===== config.mk =====
export PLATFORM = sky130hd
export DESIGN_NAME = ram_arbiter
export DESIGN_NICKNAME = d
export VERILOG_FILES = /design/src/rtl/ram_arbiter.sv
export SDC_FILE = /design/constraint.sdc
export NUM_CORES = 1
export LEC_CHECK = 0
export ABC_CLOCK_PERIOD_IN_PS = 3250
export CAP_MARGIN = 20
export CORE_MARGIN = 1.5
export CORE_UTILIZATION = 38
export CTS_CLUSTER_SIZE = 25
export DETAILED_ROUTE_END_ITERATION = 10
export PLACE_DENSITY = 0.81
export SYNTH_ARGS = -nofsm -noshare
export SYNTH_HDL_FRONTEND = slang
export SYNTH_SLANG_ARGS = --single-unit

===== constraint.sdc =====
create_clock -name clk -period 3.25 [get_ports clk]
set_input_delay 0.65 -clock clk [delete_from_list [all_inputs] [get_ports clk]]
set_output_delay 0.65 -clock clk [all_outputs]
set_load 0.03 [all_outputs]

===== src/rtl/ram_arbiter.sv =====
// Two-port round-robin arbiter/sequencer in front of a single 32xDW synchronous RAM.
// One request is accepted at a time; reads return data with a per-port rvalid pulse.
module ram_arbiter #(
  parameter int AW = 5,
  parameter int DW = 32
) (
  input  logic          clk,
  input  logic          reset,
  input  logic          req0,
  input  logic          wr0,
  input  logic [AW-1:0] addr0,
  input  logic [DW-1:0] wdata0,
  input  logic          req1,
  input  logic          wr1,
  input  logic [AW-1:0] addr1,
  input  logic [DW-1:0] wdata1,
  output logic          ack0,
  output logic          ack1,
  output logic          rvalid0,
  output logic          rvalid1,
  output logic [DW-1:0] rdata,
  output logic          busy,
  output logic          ram_cen,
  output logic          ram_wen,
  output logic [AW-1:0] ram_addr,
  output logic [DW-1:0] ram_din,
  input  logic [DW-1:0] ram_dout,
  output logic [1:0]    state_dbg
);

  // Handshake: a requester raises req with wr/addr/wdata stable and holds them
  // until its ack pulse; req is only sampled in IDLE, so it must drop on ack or
  // it is taken as a fresh transaction the next time the FSM returns to IDLE.
  typedef enum logic [1:0] {
    IDLE    = 2'd0,
    ISSUE   = 2'd1,
    CAPTURE = 2'd2
  } state_t;

  state_t state;
  logic   owner;
  logic   last_grant;
  logic   is_read;

  logic          any_req;
  logic          grant_w;
  logic          sel_wr;
  logic [AW-1:0] sel_addr;
  logic [DW-1:0] sel_wdata;

  // On a tie the port that did not win last time is served, so a loser is next.
  always_comb begin
    any_req   = req0 | req1;
    grant_w   = 1'b0;
    if (req0 && req1) begin
      grant_w = ~last_grant;
    end else if (req1) begin
      grant_w = 1'b1;
    end
    sel_wr    = grant_w ? wr1    : wr0;
    sel_addr  = grant_w ? addr1  : addr0;
    sel_wdata = grant_w ? wdata1 : wdata0;
  end

  always_ff @(posedge clk or posedge reset) begin
    if (reset) begin
      state      <= IDLE;
      owner      <= 1'b0;
      last_grant <= 1'b1;
      is_read    <= 1'b0;
      ack0       <= 1'b0;
      ack1       <= 1'b0;
      rvalid0    <= 1'b0;
      rvalid1    <= 1'b0;
      rdata      <= '0;
      ram_cen    <= 1'b0;
      ram_wen    <= 1'b0;
      ram_addr   <= '0;
      ram_din    <= '0;
    end else begin
      ack0    <= 1'b0;
      ack1    <= 1'b0;
      rvalid0 <= 1'b0;
      rvalid1 <= 1'b0;
      ram_cen <= 1'b0;
      ram_wen <= 1'b0;
      case (state)
        IDLE: begin
          if (any_req) begin
            ram_cen    <= 1'b1;
            ram_wen    <= sel_wr;
            ram_addr   <= sel_addr;
            ram_din    <= sel_wdata;
            ack0       <= ~grant_w;
            ack1       <= grant_w;
            owner      <= grant_w;
            last_grant <= grant_w;
            is_read    <= ~sel_wr;
            state      <= ISSUE;
          end
        end
        ISSUE: begin
          // RAM performs the op at this edge; address/data are left as they were.
          state <= is_read ? CAPTURE : IDLE;
        end
        CAPTURE: begin
          rdata   <= ram_dout;
          rvalid0 <= ~owner;
          rvalid1 <= owner;
          state   <= IDLE;
        end
        default: begin
          state <= IDLE;
        end
      endcase
    end
  end

  assign busy      = (state != IDLE);
  assign state_dbg = state;

  // The RAM must never see two ops back to back.
  a_cen_single: assert property (@(posedge clk) disable iff (reset) ram_cen |=> !ram_cen);
  a_ack_onehot: assert property (@(posedge clk) disable iff (reset) !(ack0 && ack1));
  a_rv_onehot:  assert property (@(posedge clk) disable iff (reset) !(rvalid0 && rvalid1));

endmodule


# Yosys cells after proc, flatten, opt, wreduce, memory -nomap -nowiden
# Index checks and enable logic that the tools add are counted.
# Widths: inputs -> output; s select.
[classes] mux=18 eq_ne=3 n_reduce_logical=4 bitwise=5
[op_table] operator="$mux 32" count=1
[op_table] operator="$mux 1" count=13
[op_table] operator="$mux 5" count=1
[op_table] operator="$mux 2" count=2
[op_table] operator="$not 1->1" count=4
[op_table] operator="$pmux 2 s2" count=1
[op_table] operator="$eq 2x1->1 const B" count=1
[op_table] operator="$eq 2x2->1 const B" count=1
[op_table] operator="$logic_not 2->1" count=1
[op_table] operator="$ne 2x2->1 const B" count=1
[op_table] operator="$reduce_and 2->1" count=1
[op_table] operator="$reduce_bool 2->1" count=1
[op_table] operator="$logic_and 1x1->1" count=1
[op_table] operator="$or 1x1->1" count=1
[totals] register_bits=80 word_cells=43 inputBits=112 output_inout_bits=78

# Depth between registers and ports, before layout
[logic_depth] word_depth=5 mapped_depth=5 depth_no_buf=4

# Worst setup path before layout
# Ideal clock, no wire load.
[synth_timing] path_type="reg2out" startpoint="reg state[1], in the netlist state_dbg[1]" endpoint="out busy" arrival_ns=1.184 stages_incl_launch_ff=5 required_ns=2.600 path_buffers=2 slack_ns=1.416 path_cell_list="dfrtp_1 > nor2_1 > buf_2 > buf_2 > inv_1"
[synth_between] elab_chain_len=1
[synth_lines] element="from (decl)" line="40" source="state_t state;"
[synth_lines] element="from (signal assigned)" line="104" source="state <= is_read ? CAPTURE : IDLE;"
[synth_lines] element="$reduce_bool 2->1" line="119" source="assign busy = (state != IDLE);"
[synth_lines] element="to (decl)" line="22" source="output logic busy,"
# Every way passes these cells.

# Worst setup path in the final report
# Same ends and word-level chain as after synthesis.

==> qor.yml <==
outcome:
  status: "finished clean"
worst_setup_path:
  cp.buffers_inverters: 2
  worstPathRequired_ns: 2.60
  critPathMaxStageDelay_ns: 0.61
  worstPathMaxFanout: 14
  r2r_slack_ns: 1.13
  critPathKind: "flip-flop to primary output"
  cpLargestDelayFamily: "buffers and inverters"
  reg2reg_depth: 4
  reg2reg_from: "state_dbg[1]"
  cp_slowest_cell: "clkdlybuf4s50_1"
  critPathLaunchType: "flip-flop"
  path_cells: "nor2_2 > inv_1 > clkdlybuf4s50_1"
  cp_num_cells: 3
  rr_endpoint: "ram_din[0]"
  crit_path_start: "state_dbg[1]"
  cp-end-kind: "primary output"
  cp-endpoint: "busy"
  worst_ep_arrival_time_ns: 1.92
final_layout:
  antenna_cells: 0
  drive_above_1_share_pct: 15.1
  fin_util_pct: 65.6
  syn_to_final_growth_pct: 66.3
  final_nets: 524
  final_common_cell: "clkdlybuf4s50_1"
  final_cell_mix: "clkdlybuf4s50_1 (189), dfrtp_1 (79), and3_1 (35), a221o_1 (35), mux2_2 (34)"
route:
  route.detailed.drc: 0
  ant_nets: 0
  drtIter0Drc: 67
  vias: 2665
  post_drt_wl_per_cell_um: 16.8
  routed_wl_um: 8750
  dr.pass1.iters: 4
  post_drt_via_cell_ratio: 5.11
clocking:
  clkSinkCount: 80
  clock_latency_ns: 0.34
  cts_setup_buffers: 0
  clk_root_buffer_cell: "clkbuf_8"
  cts_buffers: 9
  holdBufCountCts: 0
  cts.clk_slew.worst_paths_ns: 0.08
  clock_path_buffers: 2
  htree_levels: 3
  cts_tree: "yes"
  cts_resized: 0
yosys:
  syn_area_um2: 3260
  yosysSeqAreaShare_pct: 61.5
  synth_area_per_cell_um2: 14.3
  synth_cells: 228
  ys_ff_latch: 80
  synth.net_count: 340
  ys_warn_count: 0
  ys_types: 21
timing:
  max_slew_margin_pct: 46.9
  hold_viol_final: 0
  drv_slew: 0
  fmax_ghz: 0.389
  post-route-min-period_ns: 2.57
  rsz0062_at_grt: "false"
  setup_viol: 0
  worst_pin_slew_ns: 0.796
  finClkSkew_ns: 0.00972
  fin_setup_tns_ns: 0
  worst_slack_ns: 0.680
  finalCritPeriodShare_pct: 79.1
place:
  hpwl_um: 6440
  place.gp.congestion: 0.757
  numPortBuffers: 189
  pre_cts_slack_ns: 0.772
grt:
  grt_util_all_layers_pct: 18.8
  grt_max_degree: 48
  grt_pass1_vias: 2796
  grt_first_pass_wirelength_um: 13100
  grt_overflow_total: 0
  antenna_found_initial: 0
hold_path:
  hold_class: "flip-flop to flip-flop"
power:
  vdd_ir_drop_max_mv: 0.488
  power_density_nw_per_um2: 1070
  p_total_w: 0.00580
  p_leak_nw: 2.39
floorplan:
  die_y_um: 95.6
  coreArea_um2: 8260
  fp.dieW_um: 95.6
  num_rows: 33
  pin_count: 190
  start_util_pct: 39.4
  die_area_um2: 9130
job:
  maxCapViolCount: 0
-- metrics by stage --
stage                     instances  hold slack, ns  cell area [µm²]
after floorplan                 228           0.426             3260
after global placement          506           0.452             5190
after detailed placement        506           0.461             5190
after CTS                       522           0.473             5420
after global routing            522           0.516             5420
final                           522           0.467             5420
-- power by group --
| group | switching, W | leakage, nW | internal, W | total [W] |
|---|---|---|---|---|
| logic | 0.00171 | 1.31 | 0.00150 | 0.00321 |
| clock network | 0.000366 | 0.113 | 0.000458 | 0.000824 |
| registers | 0.000268 | 0.966 | 0.00150 | 0.00176 |
| total | 0.00235 | 2.39 | 0.00345 | 0.00580 |
-- layer usage --
layer | share of wire, % | global-route usage (%) | wire length [µm] | up-vias
met5 | 0 | 0 | 0 | -
met4 | 1.3 | 7.60 | 111 | 0
met3 | 8.5 | 4.47 | 741 | 10
met2 | 51 | 33.6 | 4460 | 135
met1 | 39 | 21.4 | 3430 | 1300
li1 | - | - | - | 1220
-- synth_stat cells --
cell | n | share of area, %
dfrtp_1 | 79 | 61
a221o_1 | 35 | 11
and3_1 | 35 | 6.7
mux2_2 | 34 | 12
buf_2 | 11 | 1.7
buf_6 | 7 | 2.4
inv_1 | 6 | 0.69
nor2_1 | 4 | 0.46
a21o_1 | 2 | 0.46
clkbuf_1 | 2 | 0.23
mux2_4 | 2 | 0.92
nand2b_1 | 2 | 0.38
a21boi_1 | 1 | 0.23
a222oi_1 | 1 | 0.31
a22o_1 | 1 | 0.27
and2_1 | 1 | 0.19
and3_4 | 1 | 0.35
buf_4 | 1 | 0.23
dfstp_2 | 1 | 0.81
nand2_1 | 1 | 0.12
o21ai_2 | 1 | 0.27
-- layout make-up --
cell class | instances | area, µm²
clock buffer | 10 | 138
clock inverter | 6 | 90.1
tap | 105 | 131
inverter | 6 | 23.8
timing repair buffer | 194 | 1940
sequential | 80 | 2000
multi-input combinational | 121 | 1090
fill | 658 | 2840
-- cells by family (layout without fill, tap and decap cells) --
kind of cell | Yosys count | after routing | share of synthesized area (%)
mux | 36 | 36 | 12.7
simple gates | 44 | 44 | 8.22
buf+inv | 27 | 216 | 5.27
flops | 80 | 80 | 61.5
compound gates | 41 | 41 | 12.3
-- how the worst min path moves through the flow --
stage,depth (start not counted),slack [ns],endpoint,startpoint
4_1_cts,1,0.47,rvalid0,owner
5_1_grt,1,0.52,rvalid0,owner
3_5_place_dp,1,0.46,rvalid0,owner
3_3_place_gp,1,0.45,rvalid0,owner
6_report,1,0.47,rvalid0,owner
2_1_floorplan,1,0.43,rvalid0,owner
-- sequential cells by signal, indices dropped and copies added, names as in the netlist --
| name | flops |
|---|---|
| ack0 | 1 |
| ack1 | 1 |
| is_read | 1 |
| last_grant | 1 |
| owner | 1 |
| ram_addr | 5 |
| ram_cen | 1 |
| ram_din | 32 |
| ram_wen | 1 |
| rdata | 32 |
| rvalid0 | 1 |
| rvalid1 | 1 |
| state_dbg | 2 |
Note: power is estimated with default switching activity, not from simulation.
